### src/rtl/player_attack_ctrl.sv
// Per-player attack sequencer: button edges become timed startup/active/recovery/cooldown attacks.
// All state advances only on SCEN game ticks; hitstun aborts any attack.
module player_attack_ctrl #(
  parameter int A1_STARTUP = 3,
  parameter int A1_ACTIVE  = 2,
  parameter int A1_RECOVER = 4,
  parameter int A2_STARTUP = 5,
  parameter int A2_ACTIVE  = 3,
  parameter int A2_RECOVER = 8,
  parameter int COOLDOWN   = 2
) (
  input  logic       clk,
  input  logic       reset,
  input  logic       SCEN,
  input  logic       btn_atk1,
  input  logic       btn_atk2,
  input  logic       hitstun_active,
  input  logic       jump_active,
  output logic       attack_active,
  output logic [1:0] attack_type,
  output logic [5:0] attack_frame,
  output logic       hitbox_active,
  output logic       attack_busy
);
  // state    | meaning
  // IDLE     | no attack, ready to start
  // STARTUP  | wind-up frames, no hitbox
  // ACTIVE   | hitbox live
  // RECOVERY | wind-down, presses are buffered
  // COOLDOWN | lockout after recovery, presses are buffered
  typedef enum logic [2:0] {S_IDLE, S_STARTUP, S_ACTIVE, S_RECOVERY, S_COOLDOWN} state_t;

  localparam logic [6:0] A1_S_END = 7'(A1_STARTUP - 1);
  localparam logic [6:0] A1_A_END = 7'(A1_STARTUP + A1_ACTIVE - 1);
  localparam logic [6:0] A1_R_END = 7'(A1_STARTUP + A1_ACTIVE + A1_RECOVER - 1);
  localparam logic [6:0] A2_S_END = 7'(A2_STARTUP - 1);
  localparam logic [6:0] A2_A_END = 7'(A2_STARTUP + A2_ACTIVE - 1);
  localparam logic [6:0] A2_R_END = 7'(A2_STARTUP + A2_ACTIVE + A2_RECOVER - 1);

  state_t     state;
  logic       prev1, prev2;
  logic       buf_valid;
  logic [1:0] buf_type;
  logic [3:0] cd_cnt;
  logic [1:0] press_type;
  logic       eff_valid;
  logic [1:0] eff_type;
  logic [6:0] end_s, end_a, end_r;
  logic [6:0] frame_ext;

  always_comb begin
    press_type = 2'd0;
    if (btn_atk1 && !prev1)      press_type = 2'd1;
    else if (btn_atk2 && !prev2) press_type = 2'd2;
  end

  // A press on the exit tick itself counts as buffered so it is not lost.
  assign eff_valid = buf_valid || (press_type != 2'd0);
  assign eff_type  = buf_valid ? buf_type : press_type;
  assign frame_ext = {1'b0, attack_frame};

  always_comb begin
    end_s = A1_S_END;
    end_a = A1_A_END;
    end_r = A1_R_END;
    if (attack_type == 2'd2) begin
      end_s = A2_S_END;
      end_a = A2_A_END;
      end_r = A2_R_END;
    end
  end

  always_ff @(posedge clk or posedge reset) begin
    if (reset) begin
      state         <= S_IDLE;
      prev1         <= 1'b0;
      prev2         <= 1'b0;
      buf_valid     <= 1'b0;
      buf_type      <= 2'd0;
      cd_cnt        <= 4'd0;
      attack_active <= 1'b0;
      attack_type   <= 2'd0;
      attack_frame  <= 6'd0;
      hitbox_active <= 1'b0;
      attack_busy   <= 1'b0;
    end else if (SCEN) begin
      prev1 <= btn_atk1;
      prev2 <= btn_atk2;
      if (hitstun_active) begin
        state         <= S_IDLE;
        buf_valid     <= 1'b0;
        buf_type      <= 2'd0;
        cd_cnt        <= 4'd0;
        attack_active <= 1'b0;
        attack_type   <= 2'd0;
        attack_frame  <= 6'd0;
        hitbox_active <= 1'b0;
        attack_busy   <= 1'b0;
      end else begin
        unique case (state)
          S_IDLE: begin
            if (press_type != 2'd0 && !jump_active) begin
              state         <= S_STARTUP;
              attack_type   <= press_type;
              attack_frame  <= 6'd0;
              attack_active <= 1'b1;
              attack_busy   <= 1'b1;
            end
          end
          S_STARTUP: begin
            attack_frame <= attack_frame + 6'd1;
            if (frame_ext == end_s) begin
              state         <= S_ACTIVE;
              hitbox_active <= 1'b1;
            end
          end
          S_ACTIVE: begin
            attack_frame <= attack_frame + 6'd1;
            if (frame_ext == end_a) begin
              state         <= S_RECOVERY;
              hitbox_active <= 1'b0;
            end
          end
          S_RECOVERY, S_COOLDOWN: begin
            if (!buf_valid && press_type != 2'd0) begin
              buf_valid <= 1'b1;
              buf_type  <= press_type;
            end
            if (state == S_RECOVERY) attack_frame <= attack_frame + 6'd1;
            if (state == S_COOLDOWN && cd_cnt != 4'd1) cd_cnt <= cd_cnt - 4'd1;
            if (state == S_RECOVERY && frame_ext == end_r && COOLDOWN != 0) begin
              state         <= S_COOLDOWN;
              cd_cnt        <= 4'(COOLDOWN);
              attack_active <= 1'b0;
              attack_type   <= 2'd0;
              attack_frame  <= 6'd0;
            end else if ((state == S_RECOVERY && frame_ext == end_r) ||
                         (state == S_COOLDOWN && cd_cnt == 4'd1)) begin
              // Exit point: buffered attack chains straight into STARTUP.
              buf_valid <= 1'b0;
              buf_type  <= 2'd0;
              cd_cnt    <= 4'd0;
              if (eff_valid && !jump_active) begin
                state         <= S_STARTUP;
                attack_type   <= eff_type;
                attack_frame  <= 6'd0;
                attack_active <= 1'b1;
                attack_busy   <= 1'b1;
              end else begin
                state         <= S_IDLE;
                attack_active <= 1'b0;
                attack_type   <= 2'd0;
                attack_frame  <= 6'd0;
                attack_busy   <= 1'b0;
              end
            end
          end
          default: state <= S_IDLE;
        endcase
      end
    end
  end
endmodule

### config.mk
export PLATFORM = sky130hd
export DESIGN_NAME = player_attack_ctrl
export DESIGN_NICKNAME = d
export VERILOG_FILES = /design/src/rtl/player_attack_ctrl.sv
export SDC_FILE = /design/constraint.sdc
export NUM_CORES = 1
export LEC_CHECK = 0
export CELL_PAD_IN_SITES_DETAIL_PLACEMENT = 0
export CELL_PAD_IN_SITES_GLOBAL_PLACEMENT = 2
export CORE_ASPECT_RATIO = 0.75
export CORE_MARGIN = 2
export CORE_UTILIZATION = 26
export DETAILED_ROUTE_END_ITERATION = 10
export HOLD_SLACK_MARGIN = 0.15
export MAX_ROUTING_LAYER = met4
export PLACE_DENSITY = 0.6
export SLEW_MARGIN = 5
export SYNTH_ARGS = -nofsm -noshare
export SYNTH_HDL_FRONTEND = slang
export SYNTH_SLANG_ARGS = --single-unit
### constraint.sdc
create_clock -name clk -period 2.72 [get_ports clk]
set_input_delay 0.544 -clock clk [delete_from_list [all_inputs] [get_ports clk]]
set_output_delay 0.544 -clock clk [all_outputs]
set_load 0.01 [all_outputs]
==> results by stage <==
Logic synthesis:
- The most instantiated library cell after synthesis is sky130_fd_sc_hd__dfrtp_1.
- The share of synthesized flip-flops with an asynchronous set or reset is 1.00.
- The number of distinct library cell variants in the gate-level netlist after synthesis is 50.
- Yosys mapped a number of flops with a built-in enable equal to 0.
- Sorting the synthesized cells by area gives the leading types as sky130_fd_sc_hd__dfrtp_1 39%, sky130_fd_sc_hd__a21oi_1 4.8%, sky130_fd_sc_hd__o21ai_0 3.4%, sky130_fd_sc_hd__nor2_1 3.1%, sky130_fd_sc_hd__a22o_1 3.0%.
- Of the post-synthesis cell area, the dominant cell type holds 0.391.
- The number of storage elements in the synthesis netlist is 23.
- The sequential-to-total area share from yosys stat is 0.391.
- Ranked by instance count, the synthesized netlist is headed by 23 x sky130_fd_sc_hd__dfrtp_1, 14 x sky130_fd_sc_hd__a21oi_1, 12 x sky130_fd_sc_hd__nor2_1.
- The cell area after synthesis is between 1000 and 1500 sq um.
- When the netlist entered floorplanning its net count stood at 174.
- The average instance in the mapped netlist occupies roughly 9 sq um.
- For this run, the number of Yosys warnings is 0.
- The synthesized netlist cell count is around 160.
- The most used flip-flop cell after synthesis is sky130_fd_sc_hd__dfrtp_1.
- The library cell occupying the most area in the post-synthesis netlist is sky130_fd_sc_hd__dfrtp_1.

Route:
- After detailed routing, the average wire length per cell comes to between 10 and 15 um.
- The count of antenna-violating nets left after detailed routing is 0.
- The sum of routed wire length over all layers is ~3800 um.
- Before antenna repair, the detailed router went through 4 iterations.
- The total via count after detailed routing is around 1300.
- The via-per-instance ratio is 5.11.
- The number of remaining DRC errors is 0.
- The detailed router finished its first iteration with between 60 and 70 violations.

Clocking:
- TritonCTS built the clock tree.
- The buffer type at the clock tree root is sky130_fd_sc_hd__clkbuf_8.
- Buffers inserted to repair hold after CTS numbered 0.
- The clock latency on the worst-skew pair is around 270 ps.
- The post-CTS setup repair buffer count is 0.
- The clock-pin slew of the registers on the worst-case setup and hold paths is around 90 ps.
- The H-tree depth reported by CTS is 1.
- The buffer levels on the longest clock path is 2.
- Clock tree synthesis found a total of 23 sinks.
- Counting the buffers created by CTS gives 3.

Floorplanning:
- The initial cell density of the core is 0.272.
- After floorplanning, the core was divided into 23 placement rows.
- The die is around 91 um wide.
- The overall die height is 69.1 um.
- The core outline area is about 5400 sq um.
- In this run the count of I/O pins placed on the die edge is 18.
- The full die area is roughly 6300 sq um.

Power and ir drop:
- The completed layout was analyzed and its total power is about 1.3 mW.
- The worst vdd rail ir drop is between 0.2 and 0.3 mV.
- The total power per unit cell area is around 740 nW/um^2.
- In this run the static leakage power is 0.754 nW.

Placement:
- The worst setup slack after placement is roughly 7 ps.
- The number of port buffers is 17.
- Routability-driven placement finished with a final weighted congestion of 0.766.
- Once placement finished, the instance area stood at around 1700 sq um.
- The cell count after placement is approximately 250.
- After legalization and detailed placement, the total HPWL measured between 2000 and 3000 um.

STA:
- In the final timing run, aggregate negative setup slack is 0 ps.
- The minimum clock period after layout is 2420 ps.
- The worst hold slack across all endpoints is ~500 ps.
- At the pin with the least slew margin, the transition time is between 700 and 800 ps.
- The worst path meets setup with 297 ps of slack.
- The max-slew violation total from the final report was 0.
- The maximum clock frequency is about 410 MHz.
- Of the available clock period, the critical path in the final layout requires 0.891.
- The final setup violation count is 0.
- Setup repair after global routing left no endpoint under its margin.
- The worst clock skew on the final layout is ~8.7 ps.
- The count of final hold-check violations was 0.
- Measured against its own limit, the worst slew margin works out to 0.509.

GRT:
- The via count of the first global-routing pass is 1248.
- Entering global routing, the biggest net connects 24 pins.
- The first global-routing pass estimated between 6000 and 7000 um of wire.
- Summed over all layers, the global routing overflow is 0.
- The global-route total usage across every layer is 0.129.
- The number of antenna violations at the first check in global routing is 0.

Final layout:
- After routing the design area is around 1800 sq um.
- The area growth from synthesis to layout is 21.4%.
- Leaving out filler cells and counting taps, the final layout contains roughly 260.
- The number of inserted diodes is 0.
- At the end of the flow the core is filled with cells to 0.330.
- At the end of the flow, the number of nets in the layout was slightly below 200.
- In the final layout, the share of cells above drive strength 1 is 0.0929.
- The count of filler cells inserted in the layout is between 500 and 600.

Critical path:
- STA puts the critical path data required time at 2890 ps.
- The cell depth of the worst flop-to-flop path is 9.
- The launching element type of the critical path is a register.
- The worst setup path is captured at a register.
- The setup path with the least slack is of type register to register.
- The data arrival time of the critical path is around 2600 ps.
- Of all nets on the critical path, the largest fanout is 11.

Job:
- The tool flagged a number of max-cap violations equal to 0.

Min path:
- The tightest min-delay check is of the register to register type.
- The number of stages on the worst hold path is 1.

Outcome:
- The run finished with clean final reports.
-- registers in the layout (all words and copies together), names as in the netlist --
| name | cells |
|---|---|
| buf_type | 2 |
| cd_cnt | 4 |
| attack_busy | 1 |
| prev2 | 1 |
| hitbox_active | 1 |
| attack_type | 2 |
| buf_valid | 1 |
| state | 3 |
| prev1 | 1 |
| attack_frame | 6 |
| attack_active | 1 |
-- worst max-delay path, cell delays in order (launching register included) --
cell and delay (ps):
sky130_fd_sc_hd__dfrtp_1 410, sky130_fd_sc_hd__inv_1 80, sky130_fd_sc_hd__ha_1 130, sky130_fd_sc_hd__or3b_1 400
sky130_fd_sc_hd__o31ai_2 620, sky130_fd_sc_hd__nor2_1 100, sky130_fd_sc_hd__a21oi_1 170, sky130_fd_sc_hd__buf_4 170
sky130_fd_sc_hd__o21bai_1 70, sky130_fd_sc_hd__a21o_1 170
-- final cells by class --
type,count,area [sq um],area share
repair buffers,22,208,0.116
flip-flops and latches,23,576,0.322
clock buffers,4,45.0,0.0252
well taps,75,93.8,0.0526
inverters,10,37.5,0.0210
multi-input cells,124,826,0.463
-- timing repair --
| item | 4_1_cts | 5_1_grt |
|---|---|---|
| setup endpoints to repair | 2 | 0 |
| gates resized for setup | 1 | 0 |
| hold endpoints to repair | 0 | 0 |
-- power by group --
part           switching, mW  internal [mW]  total [mW]
clock                  0.120          0.105       0.225
combinational          0.291          0.285       0.576
sequential            0.0988          0.428       0.527
-- cells by family (layout without fill, tap and decap cells) --
| group | count (synthesis) | count (layout) | share of synthesized area |
|---|---|---|---|
| adders and majority gates | 3 | 3 | 0.0255 |
| muxes | 5 | 5 | 0.0400 |
| buffers and inverters | 17 | 36 | 0.0502 |
| and+or+nand+nor | 56 | 56 | 0.219 |
| DFF | 23 | 23 | 0.391 |
| AOI/OAI and AO/OA | 60 | 60 | 0.274 |
-- path summary, 6_finish.rpt --
kind | from | to | slack (ps)
min reg2reg | prev2 | prev2 | 500
max | cd_cnt[1] | attack_frame[2] | 300
min in group asynchronous | reset | cd_cnt[1] | 620
max reg2reg | cd_cnt[1] | attack_frame[2] | 300
max in group asynchronous | reset | prev2 | 1860
min | prev2 | prev2 | 500
-- layout by cell type, fill, tap and decap left out, types with 3 or more instances in the layout --
master / synthesis / final
sky130_fd_sc_hd__a21o_1: 5 / 5
sky130_fd_sc_hd__a21oi_1: 14 / 14
sky130_fd_sc_hd__a22o_1: 5 / 5
sky130_fd_sc_hd__a31oi_1: 3 / 3
sky130_fd_sc_hd__buf_4: 0 / 5
sky130_fd_sc_hd__clkbuf_8: 0 / 3
sky130_fd_sc_hd__clkdlybuf4s50_1: 0 / 17
sky130_fd_sc_hd__dfrtp_1: 23 / 23
sky130_fd_sc_hd__ha_1: 3 / 3
sky130_fd_sc_hd__inv_1: 10 / 10
sky130_fd_sc_hd__mux2_2: 3 / 3
sky130_fd_sc_hd__nand2_1: 7 / 7
sky130_fd_sc_hd__nand2b_1: 6 / 6
sky130_fd_sc_hd__nor2_1: 12 / 12
sky130_fd_sc_hd__nor3_1: 8 / 8
sky130_fd_sc_hd__o211ai_1: 3 / 3
sky130_fd_sc_hd__o21a_1: 3 / 3
sky130_fd_sc_hd__o21ai_0: 10 / 10
sky130_fd_sc_hd__o21bai_1: 3 / 3
sky130_fd_sc_hd__or4_1: 3 / 3
-- per-layer routing --
layer | up-vias | GRT usage | share of wire
li1 | 645 | - | -
met5 | - | - | 0
met4 | 0 | 0.0253 | 0.0077
met3 | 4 | 0.0273 | 0.045
met1 | 630 | 0.191 | 0.54
met2 | 40 | 0.182 | 0.40
No activity file was read; power rests on OpenSTA's default activity.
